--- src/rtl/cpu_run_ctrl.sv ---
// Run/halt/single-step sequencer: issues one-cycle CPU clock-enables on CLOCK.
// Optional PC breakpoint support is compiled in when BREAKPOINT_EN is defined.
module cpu_run_ctrl #(
  parameter int unsigned DIV        = 2,
  parameter int unsigned RST_HOLD   = 4,
  parameter int unsigned DEB_CYCLES = 3
) (
  input  logic        CLOCK,
  input  logic        Reset,
  input  logic        Run,
  input  logic        Step,
  input  logic [31:0] PC,
  input  logic [31:0] BrkAddr,
  input  logic        BrkEn,
  output logic        CpuEn,
  output logic        CpuReset,
  output logic [3:0]  Estado,
  output logic [31:0] CycleCount
);

  localparam int unsigned DivW  = (DIV > 1) ? $clog2(DIV) : 1;
  localparam int unsigned HoldW = (RST_HOLD > 1) ? $clog2(RST_HOLD) : 1;
  localparam int unsigned DebW  = $clog2(DEB_CYCLES + 1);

  localparam logic [DivW-1:0]  DivLast  = DivW'(DIV - 1);
  localparam logic [HoldW-1:0] HoldLast = HoldW'(RST_HOLD - 1);
  localparam logic [DebW-1:0]  DebLast  = DebW'(DEB_CYCLES - 1);
  localparam logic [DebW-1:0]  DebMax   = DebW'(DEB_CYCLES);

  typedef enum logic [3:0] {
    StRst   = 4'd0,
    StHalt  = 4'd1,
    StRun   = 4'd2,
    StStep  = 4'd3,
    StBreak = 4'd4
  } state_e;

  state_e            state_q, state_d;
  logic [DivW-1:0]   div_q, div_d;
  logic [HoldW-1:0]  hold_q, hold_d;
  logic [DebW-1:0]   deb_q, deb_d;
  logic              press_q, press_d;
  logic              en_q, en_d;
  logic [31:0]       cycle_q, cycle_d;
  logic              tick_due;
  logic              brk_hit;

`ifdef BREAKPOINT_EN
  assign brk_hit = BrkEn && (PC == BrkAddr);
`else
  logic unused_brk;
  assign unused_brk = ^{PC, BrkAddr, BrkEn};
  assign brk_hit    = 1'b0;
`endif

  // Counter saturates at DebMax so a held button yields a single press.
  always_comb begin
    deb_d   = '0;
    press_d = 1'b0;
    if (Step) begin
      deb_d   = (deb_q == DebMax) ? deb_q : deb_q + DebW'(1);
      press_d = (deb_q == DebLast);
    end
  end

  assign tick_due = ((state_q == StRun) || (state_q == StStep)) && (div_q == DivLast);

  always_comb begin
    state_d = state_q;
    hold_d  = hold_q;
    en_d    = 1'b0;
    case (state_q)
      StRst: begin
        if (hold_q == HoldLast) state_d = StHalt;
        else                    hold_d  = hold_q + HoldW'(1);
      end
      StHalt: begin
        if (Run)          state_d = StRun;
        else if (press_q) state_d = StStep;
      end
      StRun: begin
        if (tick_due && brk_hit) begin
          state_d = StBreak;
        end else begin
          en_d = tick_due;
          if (!Run) state_d = StHalt;
        end
      end
      StStep: begin
        if (tick_due) begin
          en_d    = 1'b1;
          state_d = StHalt;
        end
      end
      StBreak: begin
        if (!Run)         state_d = StHalt;
        else if (press_q) state_d = StStep;
      end
      default: state_d = StRst;
    endcase
  end

  // Divider restarts on every state change so STEP/RUN ticks land DIV cycles after entry.
  always_comb begin
    div_d = '0;
    if ((state_d == state_q) && !tick_due &&
        ((state_q == StRun) || (state_q == StStep))) begin
      div_d = div_q + DivW'(1);
    end
  end

  assign cycle_d = cycle_q + 32'(en_d);

  always_ff @(posedge CLOCK or negedge Reset) begin
    if (!Reset) begin
      state_q <= StRst;
      div_q   <= '0;
      hold_q  <= '0;
      deb_q   <= '0;
      press_q <= 1'b0;
      en_q    <= 1'b0;
      cycle_q <= '0;
    end else begin
      state_q <= state_d;
      div_q   <= div_d;
      hold_q  <= hold_d;
      deb_q   <= deb_d;
      press_q <= press_d;
      en_q    <= en_d;
      cycle_q <= cycle_d;
    end
  end

  assign CpuEn      = en_q;
  assign CpuReset   = (state_q == StRst);
  assign Estado     = state_q;
  assign CycleCount = cycle_q;

endmodule

--- config.mk ---
export PLATFORM = sky130hd
export DESIGN_NAME = cpu_run_ctrl
export DESIGN_NICKNAME = d
export VERILOG_FILES = /design/src/rtl/cpu_run_ctrl.sv
export SDC_FILE = /design/constraint.sdc
export NUM_CORES = 1
export LEC_CHECK = 0
export BUFFER_PORTS_ARGS = -buffer_cell sky130_fd_sc_hd__clkbuf_2
export CAP_MARGIN = 15
export CORE_MARGIN = 10
export CORE_UTILIZATION = 48
export DETAILED_ROUTE_END_ITERATION = 8
export PLACE_DENSITY = 0.95
export SLEW_MARGIN = 20
export SYNTH_ARGS = -nofsm -noshare
export SYNTH_HDL_FRONTEND = slang
export SYNTH_SLANG_ARGS = --single-unit
--- constraint.sdc ---
create_clock -name CLOCK -period 6.3 [get_ports CLOCK]
set_input_delay 0.63 -clock CLOCK [delete_from_list [all_inputs] [get_ports CLOCK]]
set_output_delay 0.63 -clock CLOCK [all_outputs]
set_load 0.1 [all_outputs]
After elaboration in Yosys (flattened, before gate mapping)
Index checks and enable logic that the tools add are counted.

storage, ports and cells
  register bits = 43
  input port bits = 69
  output and inout port bits = 38
  word-level logic and storage cells = 41

operators by class
  $add $sub $neg = 4
  equal/unequal tests = 9
  mux-type cells = 13
  bitwise logic cells = 1
  reduce and logical (&&, ||, !) cells = 7

operators by type and width
  cell                                                  count
  adder 32 x 1 -> 32 bit                                1
  two-way mux 4 bit                                     6
  one-hot mux 4 bit (5 select lines)                    1
  equality test 4 x 2 -> 1 bit (second input constant)  2
  equality test 2 bit (second input constant)           3
  adder 2 x 1 -> 2 bit (second input constant)          2
  equality test 4 x 1 -> 1 bit (second input constant)  1
  equality test 4 x 3 -> 1 bit (second input constant)  1
  equality test 4 bit                                   1
  zero test 4 bit                                       1
  two-way mux 2 bit                                     2
  logical AND 1 bit                                     3
  two-way mux 1 bit                                     3
  != test 2 bit (second input constant)                 1
  one-hot mux 1 bit (2 select lines)                    1
  AND reduction 2 bit                                   1
  adder 1 bit (second input constant)                   1
  zero test 1 bit                                       1
  logical OR 1 bit                                      1
  NOT 1 bit                                             1

Depth between registers and ports, before layout
  word-level depth = 9
  gate-level depth with buffers = 8
  depth with buffers taken out = 8

Least setup slack after synthesis
No wires, ideal clock.

  path kind = register -> register
  from = register state_q[2], in the netlist Estado[2]
  to = register hold_q[1]
  setup time = 125 ps
  data arrival time = 4,592 ps
  required time = 6,175 ps
  slack = 1,584 ps
  stages on the path, launching flop included = 4
  buffers on the path = 0
  period minus slack after synthesis = 4,716 ps
  cells stage by stage = dfrtp_1 -> nor4_1 -> nor2b_1 -> mux2_2

between the ends
  cells in the longest elaborated chain, start to end = 2

RTL lines
  item                                  RTL line  RTL
  start: declaration                    38        state_e state_q, state_d;
  start signal: assignment              116       state_q <= StRst;
  start signal: assignment              124       state_q <= state_d;
  zero test 4 bit                       n/a
  net CpuReset                          16        output logic CpuReset,
  AND reduction 2 bit (no source line)  n/a
  end signal: assignment                126       hold_q <= hold_d;
  end: declaration                      40        logic [HoldW-1:0] hold_q, hold_d;

The timed path passes the listed nets, and every way through them passes these cells.
A chain may end at the register's enable or synchronous reset.

Worst setup path in the final report
  from = register state_q[2], in the netlist Estado[2]
  to = register cycle_q[26], in the netlist CycleCount[26]

between the ends
  cells in the longest elaborated chain, start to end = 6
  elaborated cells on any way between the ends = 7
  classes of those cells = 1 x add/sub; 2 x eq/ne; 2 x mux; 2 x reduce/logical

RTL lines
  item                                    RTL line  RTL
  equality test 4 x 2 -> 1 bit            66, 72
  logical OR 1 bit                        66        assign tick_due = ((state_q == StRun) || (state_q == StStep)) && (div_q == DivLast);
  logical AND 1 bit                       66
  two-way mux 1 bit                       90        if (tick_due) begin
  one-hot mux 1 bit (2 select lines) (*)  72        case (state_q)
  net en_d                                43        logic en_q, en_d;
  adder 32 x 1 -> 32 bit (*)              112       assign cycle_d = cycle_q + 32'(en_d);
  net cycle_d[26]                         44        logic [31:0] cycle_q, cycle_d;
  end signal: assignment                  130       cycle_q <= cycle_d;
  end: declaration                        44

Mark *: on every way through the listed nets, which the timed path passes. The rest lies on a longest branch.

==> impl_metrics.env <==
export IMPL_status="complete, no violations"
export IMPL_rr_startpoint="Estado[2]"
export IMPL_htree_levels=2
export IMPL_hold_viol_final=0
export IMPL_cap_violations=0
export IMPL_rrSetupSlack_ns=3.71
export IMPL_synth_top_area_share_pct=54.5
export IMPL_path_class="register to register"
export IMPL_combPwrFrac_pct=18.1
export IMPL_synth_edf_count=0
export IMPL_cts_root_buf="clkbuf_8"
export IMPL_ys_warn_count=0
export IMPL_hp_start="press_q"
export IMPL_worst_slew_pin_slew_ns=0.928
export IMPL_leakagePower_nw=1.18
export IMPL_drt_total_wl_um=3810
export IMPL_slew_violations=0
export IMPL_grt_pass1_wl_um=6450
export IMPL_gp_congestion=0.770
export IMPL_drc_errors=0
export IMPL_final_setup_tns_ns=0
export IMPL_r2r_end="CycleCount[26]"
export IMPL_p_clk_share_pct=36.5
export IMPL_cp_top_family="simple AND/OR/NAND/NOR gates"
export IMPL_seq_power_share_pct=45.4
export IMPL_cts_tree="built"
export IMPL_fp_coreArea_mm2=0.00400
export IMPL_drt_pass1_iter_count=4
export IMPL_synth_ff_type="dfrtp_1"
export IMPL_gr_usage_all_layers_pct=11.0
export IMPL_cp_endpoint="CycleCount[26]"
export IMPL_multi_input_area_um2=862
export IMPL_cp_data_arrival_time_ns=2.76
export IMPL_cp_slowest_stage_delay_ns=0.69
export IMPL_rsz0062_at_grt="false"
export IMPL_num_vias=1397
export IMPL_ir_drop_mv=0.240
export IMPL_p_switching_uw=194
export IMPL_hold_buffers=0
export IMPL_synth_most_common_cell="dfrtp_1"
export IMPL_pin_count=107
export IMPL_skew_ns=0.0105
export IMPL_chipWidth_um=84.2
export IMPL_fp_dieH_um=84.2
export IMPL_power_internal_uw=486
export IMPL_slew_headroom_pct=38.1
export IMPL_crit_top_cell="ha_1"
export IMPL_drt_iter0_markers=68
export IMPL_setup_viol=0
export IMPL_synth_async_sr_flop_share_pct=100
export IMPL_drive_gt1_share_pct=25.1
export IMPL_cts_num_sinks=43
export IMPL_fill_cells=350
export IMPL_fmax_mhz=387
export IMPL_critical_path_depth=8
export IMPL_clk_path_buf_depth=2
export IMPL_period_share_pct=41.1
export IMPL_holdWs_ns=0.458
export IMPL_worstSkewPairLatency_ns=0.29
export IMPL_synth_area_leaders="dfrtp_1, xnor2_1, xor2_1"
export IMPL_critPathRequiredTime_ns=6.47
export IMPL_startpoint="Estado[2]"
export IMPL_start_util_pct=49.4
export IMPL_critical_path_startpoint_type="register"
export IMPL_switching_share_pct=28.6
export IMPL_cts_resized=0
export IMPL_crit_fanout=10
export IMPL_grt_max_degree=44
export IMPL_min_delay_path_class="register to register"
export IMPL_ys_ff_latch=43
export IMPL_critPathBufInv=0
export IMPL_wl_per_cell_um=14.2
export IMPL_grt_pass1_vias=1314
export IMPL_fin_nets=292
export IMPL_via_per_inst=5.19
export IMPL_cts_setup_buffers=0
export IMPL_dp_hpwl_um=2950
export IMPL_antenna_found_initial=0
export IMPL_crit_path_end_kind="register"
export IMPL_synthCells=172
export IMPL_crit_chain="nor2_1, and3_1, ha_1, ha_1, nand2_1, nor4_2, nand4b_1, xnor2_1"
export IMPL_reg2regPathDepth=8
export IMPL_die_area_mm2=0.00708
export IMPL_ys_types=33
export IMPL_synth_top_cells_by_count="dfrtp_1, xnor2_1, nand3_1"
export IMPL_avgSynthCellArea_um2=11.5
export IMPL_synth_area_mm2=0.00198
export IMPL_grt_overflow_total=0
export IMPL_clk_pin_slew_ns=0.08
export IMPL_synth_top_area_cell="dfrtp_1"
export IMPL_slowest_stage="nor4_2"
export IMPL_fin_crit_ns=2.59
export IMPL_yosysSeqAreaShare_pct=54.5
export IMPL_syn_nets=246
export IMPL_portBuffers=41
export IMPL_num_rows=23
export IMPL_seq_area_mm2=0.00108
export IMPL_syn2layout_area_growth_pct=19.5
export IMPL_numCtsBuffers=5
export IMPL_drtAntennaViolNets=0
export IMPL_power_density_mw_per_mm2=288
export IMPL_antenna_cells=0
[power groups by stage]
stage	logic (mW)	clock network [mW]	registers, mW
global placement	0.122	0	0.313
floorplan	0.0636	0	0.351
global route	0.135	0.268	0.312
detailed placement	0.125	0	0.315
finish	0.123	0.248	0.309
CTS	0.126	0.253	0.309
[worst register-to-register path: stages (launching register included)]
cell	delay, ns
dfrtp_1	0.46
nor2_1	0.13
and3_1	0.19
ha_1	0.22
ha_1	0.23
nand2_1	0.11
nor4_2	0.69
nand4b_1	0.27
xnor2_1	0.19
[metal layers]
| layer | vias to the layer above | part of all wire, % | global-route usage [%] |
|---|---|---|---|
| met5 | - | 0 | 0 |
| met4 | 0 | 0.81 | 3.20 |
| met3 | 4 | 7.4 | 5.02 |
| met2 | 31 | 50 | 16.9 |
| met1 | 676 | 42 | 13.4 |
| li1 | 686 | - | - |
[sequential cells by signal (all words and copies together) (netlist names)]
name        count
CpuEn           1
hold_q          2
div_q           1
Estado          4
CycleCount     32
press_q         1
deb_q           2
[area by class of cell]
type | instances | area share [%]
multi-input combinational | 121 | 36.5
inverter | 6 | 0.954
tap | 50 | 2.65
clock buffer | 6 | 3.07
clock inverter | 2 | 2.54
timing repair buffer | 41 | 8.69
sequential | 43 | 45.6
[logic make-up after synthesis]
| group | after synthesis | synth area share (%) |
|---|---|---|
| mux | 1 | 0.570 |
| simple gates | 75 | 23.2 |
| compound gates | 7 | 2.28 |
| flops | 43 | 54.5 |
| other cells | 1 | 0.190 |
| buf+inv | 8 | 1.90 |
| xor+xnor | 32 | 14.2 |
| fa+ha+maj | 5 | 3.17 |
[stage by stage]
stage	setup slack, ns	utilization, %	total power, mW	std cells	cell area, um2
2_1_floorplan	1.58	-	0.414	172	1980
5_1_grt	3.45	59.0	0.715	269	2360
4_1_cts	3.67	59.0	0.688	269	2360
3_3_place_gp	3.76	55.7	0.435	261	2230
6_report	3.71	59.0	0.680	269	2360
3_5_place_dp	3.68	55.7	0.440	261	2230
[how the worst min path moves through the flow]
| stage | slack (ns) | cells after the start | endpoint |
|---|---|---|---|
| after floorplan | 0.33 | 0 | CpuEn |
| after global placement | 0.44 | 1 | Estado[2] |
| after detailed placement | 0.45 | 1 | Estado[2] |
| after CTS | 0.46 | 1 | Estado[2] |
| after global routing | 0.48 | 1 | Estado[2] |
| final | 0.46 | 1 | Estado[2] |
[cell usage in the layout, fill, tap and decap left out]
master | netlist | layout
o32ai_1 | 1 | 1
clkbuf_2 | 0 | 40
and4_1 | 1 | 1
nand3_1 | 18 | 18
nor2_1 | 8 | 8
nor3_1 | 7 | 7
or4_4 | 1 | 1
nor4_4 | 2 | 2
and4b_1 | 1 | 1
nand4b_1 | 2 | 2
nor4_2 | 1 | 1
inv_1 | 6 | 6
nand3_4 | 1 | 1
a21oi_1 | 2 | 2
nand4_1 | 5 | 5
buf_2 | 0 | 1
mux2_2 | 1 | 1
nor4_1 | 2 | 2
clkbuf_1 | 1 | 1
o221ai_1 | 1 | 1
nor2b_1 | 4 | 4
or2_2 | 1 | 1
nor3b_1 | 1 | 1
o21a_1 | 1 | 1
xor2_1 | 11 | 11
xnor2_1 | 21 | 21
nand2_1 | 10 | 10
and3_1 | 5 | 5
ha_1 | 5 | 5
clkbuf_8 | 0 | 5
dfrtp_1 | 43 | 43
and2_1 | 4 | 4
conb_1 | 1 | 1
bufinv_16 | 0 | 2
o21ai_0 | 2 | 2
or4_1 | 1 | 1
No activity file was read; power rests on OpenSTA's default activity.
